## src/rtl/layer_tunnel_renderer.sv

```systemverilog
// Layered-plane tunnel pattern generator: LAYERS scaled planes per pixel, priority-encoded
// to a 6-bit colour, animated by a vsync-edge frame counter, two-cycle pixel/sync latency.
module layer_tunnel_renderer #(
    parameter int unsigned LAYERS      = 16,
    parameter int unsigned FRAME_W     = 10,
    parameter int unsigned OFFSET_BITS = 5,
    parameter bit          SYNC_POL    = 1'b0
) (
    input  logic               clk,
    input  logic               rst_n,
    input  logic [9:0]         x,
    input  logic [9:0]         y,
    input  logic               video_active,
    input  logic               hsync_in,
    input  logic               vsync_in,
    input  logic [2:0]         speed,
    input  logic               dir,
    input  logic [1:0]         mode,
    input  logic               invert,
    output logic [5:0]         rgb_out,
    output logic               hsync_out,
    output logic               vsync_out,
    output logic [FRAME_W-1:0] frame_cnt
);

    localparam int unsigned LOG2L     = $clog2(LAYERS);
    localparam int unsigned STEP      = 256 / LAYERS;
    localparam int unsigned COL_SH    = 6 - LOG2L;
    localparam logic        SYNC_IDLE = ~SYNC_POL;

    logic               vsync_q;
    logic [FRAME_W-1:0] frame_cnt_q, frame_cnt_d;
    logic [1:0]         mode_l_q;
    logic               inv_l_q;
    logic [LAYERS-1:0]  hit_s1_q, hit_c;
    logic               active_s1_q, inv_s1_q, hs_s1_q, vs_s1_q;
    logic [5:0]         rgb_q, rgb_d;
    logic               hs_q, vs_q;
    logic               tick_c;

    logic [OFFSET_BITS-1:0] off_c;
    logic signed [11:0]     xs_c;
    logic [7:0]             d_c;
    logic [8:0]             mask_c, xsi_c, ysi_c;
    logic [LOG2L-1:0]       idx_c;
    logic [5:0]             col_c;

    // First cycle of a sync pulse; vsync is only ever sampled, never used as a clock.
    assign tick_c      = (vsync_in == SYNC_POL) && (vsync_q != SYNC_POL);
    assign frame_cnt_d = dir ? frame_cnt_q - FRAME_W'(speed) : frame_cnt_q + FRAME_W'(speed);

    assign off_c = frame_cnt_q[OFFSET_BITS-1:0];
    assign xs_c  = 12'(x) + 12'(off_c) - 12'd320;

    // Per-layer plane hit test; bit i is plane i, higher index drawn on top.
    always_comb begin
        hit_c  = '0;
        d_c    = '0;
        mask_c = '0;
        xsi_c  = '0;
        ysi_c  = '0;
        for (int i = 0; i < LAYERS; i++) begin
            d_c    = 8'(255 - i * STEP);
            mask_c = 9'(i << (9 - LOG2L));
            xsi_c  = 9'((20'(xs_c) * $signed(20'(d_c))) >>> 6);
            ysi_c  = 9'((18'(y) * 18'(d_c)) >> 6);
            case (mode_l_q)
                2'd0:    hit_c[i] = ((ysi_c & mask_c) == 9'd0) && (xsi_c[7:5] == 3'd0);
                2'd1:    hit_c[i] = xsi_c[5] ^ ysi_c[5] ^ 1'(i);
                2'd2:    hit_c[i] = (xsi_c & ysi_c & mask_c) == 9'd0;
                default: hit_c[i] = xsi_c[7:5] == 3'd0;
            endcase
        end
    end

    // Highest set hit bit wins; an empty vector falls through to index 0.
    always_comb begin
        idx_c = '0;
        for (int i = 0; i < LAYERS; i++) begin
            if (hit_s1_q[i]) begin
                idx_c = LOG2L'(i);
            end
        end
        col_c = 6'(idx_c) << COL_SH;
        rgb_d = active_s1_q ? (inv_s1_q ? ~col_c : col_c) : 6'd0;
    end

    always_ff @(posedge clk or negedge rst_n) begin
        if (!rst_n) begin
            vsync_q     <= SYNC_IDLE;
            frame_cnt_q <= '0;
            mode_l_q    <= '0;
            inv_l_q     <= 1'b0;
            hit_s1_q    <= '0;
            active_s1_q <= 1'b0;
            inv_s1_q    <= 1'b0;
            hs_s1_q     <= SYNC_IDLE;
            vs_s1_q     <= SYNC_IDLE;
            rgb_q       <= '0;
            hs_q        <= SYNC_IDLE;
            vs_q        <= SYNC_IDLE;
        end else begin
            vsync_q <= vsync_in;
            if (tick_c) begin
                frame_cnt_q <= frame_cnt_d;
                mode_l_q    <= mode;
                inv_l_q     <= invert;
            end
            // Inversion travels with the pixel so a tick never splits one pixel's settings.
            hit_s1_q    <= hit_c;
            active_s1_q <= video_active;
            inv_s1_q    <= inv_l_q;
            hs_s1_q     <= hsync_in;
            vs_s1_q     <= vsync_in;
            rgb_q       <= rgb_d;
            hs_q        <= hs_s1_q;
            vs_q        <= vs_s1_q;
        end
    end

    assign rgb_out   = rgb_q;
    assign hsync_out = hs_q;
    assign vsync_out = vs_q;
    assign frame_cnt = frame_cnt_q;

endmodule
```

## config.mk

```make
export PLATFORM = sky130hd
export DESIGN_NAME = layer_tunnel_renderer
export DESIGN_NICKNAME = d
export VERILOG_FILES = /design/src/rtl/layer_tunnel_renderer.sv
export SDC_FILE = /design/constraint.sdc
export NUM_CORES = 1
export LEC_CHECK = 0
export CORE_ASPECT_RATIO = 1.4
export CORE_MARGIN = 1.5
export CORE_UTILIZATION = 25
export DETAILED_ROUTE_END_ITERATION = 10
export DONT_BUFFER_PORTS = 1
export GPL_TIMING_DRIVEN = 0
export MAX_ROUTING_LAYER = met4
export PLACE_DENSITY = 0.38
export REMOVE_ABC_BUFFERS = 1
export SLEW_MARGIN = 40
export SYNTH_ARGS = -nofsm -noshare
export SYNTH_HDL_FRONTEND = slang
export SYNTH_SLANG_ARGS = --single-unit
export TNS_END_PERCENT = 50
```

## constraint.sdc

```tcl
create_clock -name clk -period 6.7 [get_ports clk]
set_input_delay 1.34 -clock clk [delete_from_list [all_inputs] [get_ports clk]]
set_output_delay 1.34 -clock clk [all_outputs]
set_load 0.02 [all_outputs]
```

-- Word level (Yosys, flattened, before mapping)
Index checks and enable logic that the tools add are counted.
- bits in registers: 41
- input bits: 32
- output and inout port bits: 18
- logic and storage cells: 187
- $add $sub $neg: 4
- multiply operators: 32
- equality and inequality tests: 2
- mux-type cells: 34
- bitwise logic cells: 41
- reduce and logical (&&, ||, !) cells: 63
- operators with widths (operator ; number):
    logical NOT 9 bit ; 30
    multiplier 12 x 9 -> 14 bit (second input constant) ; 8
    bitwise AND 9 bit ; 7
    multiplier 10 x 7 -> 15 bit (second input constant) ; 4
    multiplier 12 x 8 -> 15 bit (second input constant) ; 4
    multiplier 10 x 8 -> 14 bit (second input constant) ; 4
    logical NOT 3 bit ; 16
    case mux 1 bit (3 select lines) ; 15
    bitwise AND 8 bit ; 4
    two-way mux 4 bit ; 8
    multiplier 10 x 6 -> 15 bit (second input constant) ; 2
    multiplier 12 x 7 -> 15 bit (second input constant) ; 2
    multiplier 10 x 8 -> 13 bit (second input constant) ; 2
    multiplier 10 x 8 -> 12 bit (second input constant) ; 2
    logical AND 1 bit ; 16
    bitwise XOR 1 bit ; 16
    multiplier 10 x 5 -> 15 bit (second input constant) ; 1
    multiplier 12 x 5 -> 15 bit (second input constant) ; 1
    multiplier 12 x 6 -> 15 bit (second input constant) ; 1
    bitwise AND 7 bit ; 2
    multiplier 10 x 4 -> 14 bit (second input constant) ; 1
    two-way mux 3 bit ; 4
    two-way mux 6 bit ; 2
    subtractor 11 x 9 -> 12 bit (second input constant) ; 1
    other kinds (14) ; 23

-- Logic depth before layout (Yosys ltp)
- depth in word-level cells: 18
- mapped depth: 29
- depth with buffers taken out: 29

-- Least setup slack after synthesis
No wires, ideal clock.
- kind: input -> register
- start: input x[0]
- end: register hit_s1_q[6]
- library setup time: 0.131 ns
- data arrival time: 7.986 ns
- required time: 6.569 ns
- slack: -1.418 ns
- stages on the path: 24
- buffers on the path: 1
- cells stage by stage: ha_1 inv_1 fa_1 nand2b_1 a21oi_1 nor3_1 xnor2_1 clkbuf_1 inv_1 fa_1 inv_1 fa_1 inv_1 fa_1 fa_1 inv_1 ha_1 a2111oi_0 a21oi_1 a21oi_1 nor2b_1 xnor2_1 o31ai_1 or3_1
- longest elaborated chain between the ends: 6
- elaborated cells between the ends (all ways): 9
- classes of those cells: 2 x add/sub; 1 x mul; 1 x mux; 2 x bitwise; 3 x reduce/logical
- RTL lines (what ; line ; RTL):
    from (decl) ; 11 ; input logic [9:0] x,
    adder 10 x 5 -> 11 bit (*) ; 53 ; assign xs_c = 12'(x) + 12'(off_c) - 12'd320;
    subtractor 11 x 9 -> 12 bit (*) ; 53 ;
    multiplier 12 x 9 -> 14 bit (*) ; 65 ; xsi_c = 9'((20'(xs_c) * $signed(20'(d_c))) >>> 6);
    bitwise AND 8 bit / logical NOT 3 bit (equally long branches) ; 70, 68, 71 ;
    logical NOT 9 bit / logical AND 1 bit (equally long branches) ; 70, 68 ;
    case mux 1 bit (3 select lines) (*) ; 67 ; case (mode_l_q)
    net hit_c[6] ; 35 ; logic [LAYERS-1:0] hit_s1_q, hit_c;
    to (signal assigned) ; 110 ; hit_s1_q <= hit_c;
    to (decl) ; 35 ;
Mark *: on every way through the listed nets, which the timed path passes. The rest lies on a longest branch.
A chain may end at the register's enable or synchronous reset.

-- Final worst setup path
- start: input x[0]
- end: register hit_s1_q[5]
- longest elaborated chain between the ends: 6
- elaborated cells between the ends (all ways): 10
- classes of those cells: 2 x add/sub; 1 x mul; 1 x mux; 3 x bitwise; 3 x reduce/logical
- RTL lines (what ; line ; RTL):
    adder 10 x 5 -> 11 bit (*) ; 53 ;
    subtractor 11 x 9 -> 12 bit (*) ; 53 ;
    multiplier 12 x 9 -> 14 bit (*) ; 65 ;
    bitwise AND 8 bit, or another cell as far along ; 70 ; 2'd2: hit_c[i] = (xsi_c & ysi_c & mask_c) == 9'd0;
    logical NOT 9 bit, or another cell as far along ; 70 ;
    case mux 1 bit (3 select lines) (*) ; 67 ;
    net hit_c[5] ; 35 ;
Marks and branches as above.

==> impl_metrics.env <==
export IMPL_result_of_the_run="finished with violations"
export IMPL_violations="negative setup slack"
export IMPL_timing_critical_path_slowest_cell_delay_ns=0.61
export IMPL_synth_xor_area_share_pct=7.48
export IMPL_via_per_inst=4.37
export IMPL_pin_count_of_the_biggest_net_entering_global_routing=40
export IMPL_global_route_peak_usage_layer="met2"
export IMPL_post_route_setup_tns_ns=-2.85
export IMPL_slew_violations=0
export IMPL_routed_wire_length_per_instance_um=19.7
export IMPL_timing_final_crit_share_pct=106
export IMPL_post_synth_num_cell_types=90
export IMPL_yosys_warnings=0
export IMPL_placementRows=141
export IMPL_core_area_um2=106000
export IMPL_max_cap_violations=0
export IMPL_detailroute_via_count=19000
export IMPL_detail_route_wirelength_um=85800
export IMPL_combined_area_of_the_multi_input_logic_cells_um2=23900
export IMPL_grt_pass1_wl_um=131000
export IMPL_clock_sinks=39
export IMPL_complex_gate_fraction_of_the_synthesized_area_pct=10.3
export IMPL_relSlewSlack_pct=43.8
export IMPL_postSynthCellCount=2897
export IMPL_timing_worst_slew_pin_value_ns=0.839
export IMPL_layout_commonest_cell="sky130_fd_sc_hd__inv_1"
export IMPL_ys_async_sr_fraction_pct=100
export IMPL_fillers=11200
export IMPL_worst_setup_hold_path_clk_slew_ns=0.06
export IMPL_syn_avg_cell_area_um2=9.22
export IMPL_remaining_number_of_nets_flagged_by_the_antenna_check_after_routing=0
export IMPL_finalHoldViolations=0
export IMPL_fin_skew_ns=0.00630
export IMPL_timing_fmax_mhz=141
export IMPL_synth_cell_area_um2=26700
export IMPL_dr_pass1_iters=5
export IMPL_groute_usage_overall_pct=16.6
export IMPL_worst_hold_path_type="register to register"
export IMPL_mostFrequentLayoutCells="sky130_fd_sc_hd__inv_1, sky130_fd_sc_hd__ha_1, sky130_fd_sc_hd__fa_1"
export IMPL_required_time_of_the_critical_path_ns=6.85
export IMPL_slowest_stage_cell_crit_path="sky130_fd_sc_hd__fa_2"
export IMPL_clock_tree_root_cell="sky130_fd_sc_hd__clkbuf_16"
export IMPL_ant_diodes=0
export IMPL_grt_overflow=0
export IMPL_worstPathMaxFanout=3
export IMPL_crit_arrival_ns=7.23
export IMPL_dieWidth_um=279
export IMPL_yosys_top_cells_area="sky130_fd_sc_hd__fa_1, sky130_fd_sc_hd__ha_1, sky130_fd_sc_hd__inv_1"
export IMPL_antenna_violations_before_repair=0
export IMPL_numPlacedInstances=4240
export IMPL_synth_largest_type_area_fraction_pct=35.2
export IMPL_ports=50
export IMPL_timing_hold_ws_ns=0.354
export IMPL_floorplan_die_height_um=390
export IMPL_layout_cells_non_filler=4347
export IMPL_cts_buffers_inserted=5
export IMPL_synth_seq_cells=39
export IMPL_register_area_um2=983
export IMPL_worstSetupStartpointType="input pin"
export IMPL_worstSetupEndpointType="register"
export IMPL_layout_area_overhead_vs_synth_pct=15.4
export IMPL_cts_hold_buf=0
export IMPL_grtUsageMet1_pct=18.1
export IMPL_floorplan_die_area_um2=109000
export IMPL_finalSetupViolCount=13
export IMPL_yosys_most_used_dff="sky130_fd_sc_hd__dfrtp_1"
export IMPL_htree_num_levels=2
export IMPL_gr_usage_met3_pct=0.401
export IMPL_period_minus_slack_ns=7.08
export IMPL_hpwl_um=74600
export IMPL_rsz_0062_raised_after_global_routing="yes"
export IMPL_detailedRoute_firstIterationViolations=557
export IMPL_gp_routability_congestion=0.851
export IMPL_worst_setup_path_type="input pin to register"
export IMPL_yosys_area_share_adder_pct=58.5
export IMPL_synth_simple_gate_area_share_pct=7.94
export IMPL_tritoncts_clock_tree="built"
export IMPL_first_global_vias=20900
export IMPL_drc=0
export IMPL_initial_core_util_pct=25.3
export IMPL_register_area_share_after_synthesis_pct=3.67
export IMPL_post_route_worst_setup_slack_ns=-0.375
export IMPL_cell_type_with_the_highest_aggregate_area_in_the_netlist="sky130_fd_sc_hd__fa_1"
export IMPL_drive_above_1_share_pct=11.6
export IMPL_buffer_ports_inserted=0
export IMPL_met2_usage_pct=32.9
export IMPL_post_synth_edffs=0
export IMPL_main_combinational_cell_family_by_area_after_synthesis="adder cells"
export IMPL_clockBufferDepth=2
export IMPL_regToRegSetupSlack_ns=0.06
export IMPL_clkLatencyLatePin_ns=0.28
export IMPL_final_net_count=3986
export IMPL_synth_mux_area_fraction_pct=0.380
-- through the flow --
stage | setup slack [ns] | utilization, % | instance area, um2
floorplan | -1.86 | - | 26600
global placement | -4.95 | 26.8 | 28300
detailed placement | -2.53 | 27.0 | 28500
CTS | -0.464 | 28.5 | 30100
global route | -0.519 | 29.1 | 30800
finish | -0.375 | 29.1 | 30800
-- final cells by class --
| cell class | instances | share of cell area (%) |
|---|---|---|
| inverters | 807 | 10.1 |
| repair buffers | 109 | 3.13 |
| clock buffers | 6 | 0.418 |
| well taps | 1358 | 5.52 |
| multi-input cells | 2026 | 77.6 |
| clock inverters | 2 | 0.0447 |
| flip-flops and latches | 39 | 3.19 |
-- Yosys cell counts, drive strengths merged, types with 17 or more instances --
| master | count |
|---|---|
| inv | 805 |
| ha | 496 |
| fa | 470 |
| xnor2 | 168 |
| a21oi | 117 |
| nor2 | 104 |
| nand2 | 98 |
| o21ai | 77 |
| nor3 | 49 |
| xor2 | 43 |
| a21o | 38 |
| dfrtp | 35 |
| nand3 | 27 |
| o21a | 26 |
| nand2b | 24 |
| o211ai | 22 |
| clkbuf | 21 |
| a31oi | 17 |
-- worst max-delay path: cells and delay by family --
family / cells / cell delay (ns)
buffers and inverters: 6 / 0.69
and+or+nand+nor: 7 / 0.84
xor gates and xnor gates: 2 / 0.32
AOI/OAI and AO/OA: 6 / 1.27
adders and majority gates: 8 / 2.76
-- final timing paths --
path	start	to	depth (start not counted)
setup / recovery	x[0]	hit_s1_q[5]	29
setup reg to reg	frame_cnt[1]	hit_s1_q[5]	28
hold reg to reg	hs_s1_q	hsync_out	0
min in group asynchronous	rst_n	frame_cnt[0]	0
max in group asynchronous	rst_n	hs_s1_q	0
hold / removal	hs_s1_q	hsync_out	0
-- logic make-up (layout without fill, tap and decap cells) --
| family | after synthesis | in the layout |
|---|---|---|
| buffers and inverters | 832 | 924 |
| muxes | 10 | 10 |
| adders and majority gates | 966 | 966 |
| xor gates and xnor gates | 216 | 216 |
| and+or+nand+nor | 420 | 420 |
| AOI/OAI and AO/OA | 414 | 414 |
| DFF | 39 | 39 |
-- sequential cells by signal, summed over array words and instances, names as in the netlist --
name	count
inv_s1_q	1
hs_s1_q	1
frame_cnt	10
hit_s1_q	15
rgb_out	5
inv_l_q	1
vs_s1_q	1
vsync_out	1
mode_l_q	2
active_s1_q	1
hsync_out	1
-- routing by layer --
metal | routed length, um | share of wire (%) | vias up
met5 | 0 | 0 | -
met2 | 48500 | 57 | 158
met4 | 2780 | 3.2 | 0
met1 | 33400 | 39 | 9328
li1 | - | - | 9411
met3 | 1000 | 1.2 | 80
-- repair_timing --
| action | CTS | global route |
|---|---|---|
| pin swaps | 56 | 89 |
| endpoints found under the setup margin | 15 | 15 |
| resized for setup | 182 | 82 |
| buffers inserted | 70 | 30 |
Power is left out: the tool's default activity adds up to more than one toggle a clock period on the data nets, which glitch-free logic cannot reach.
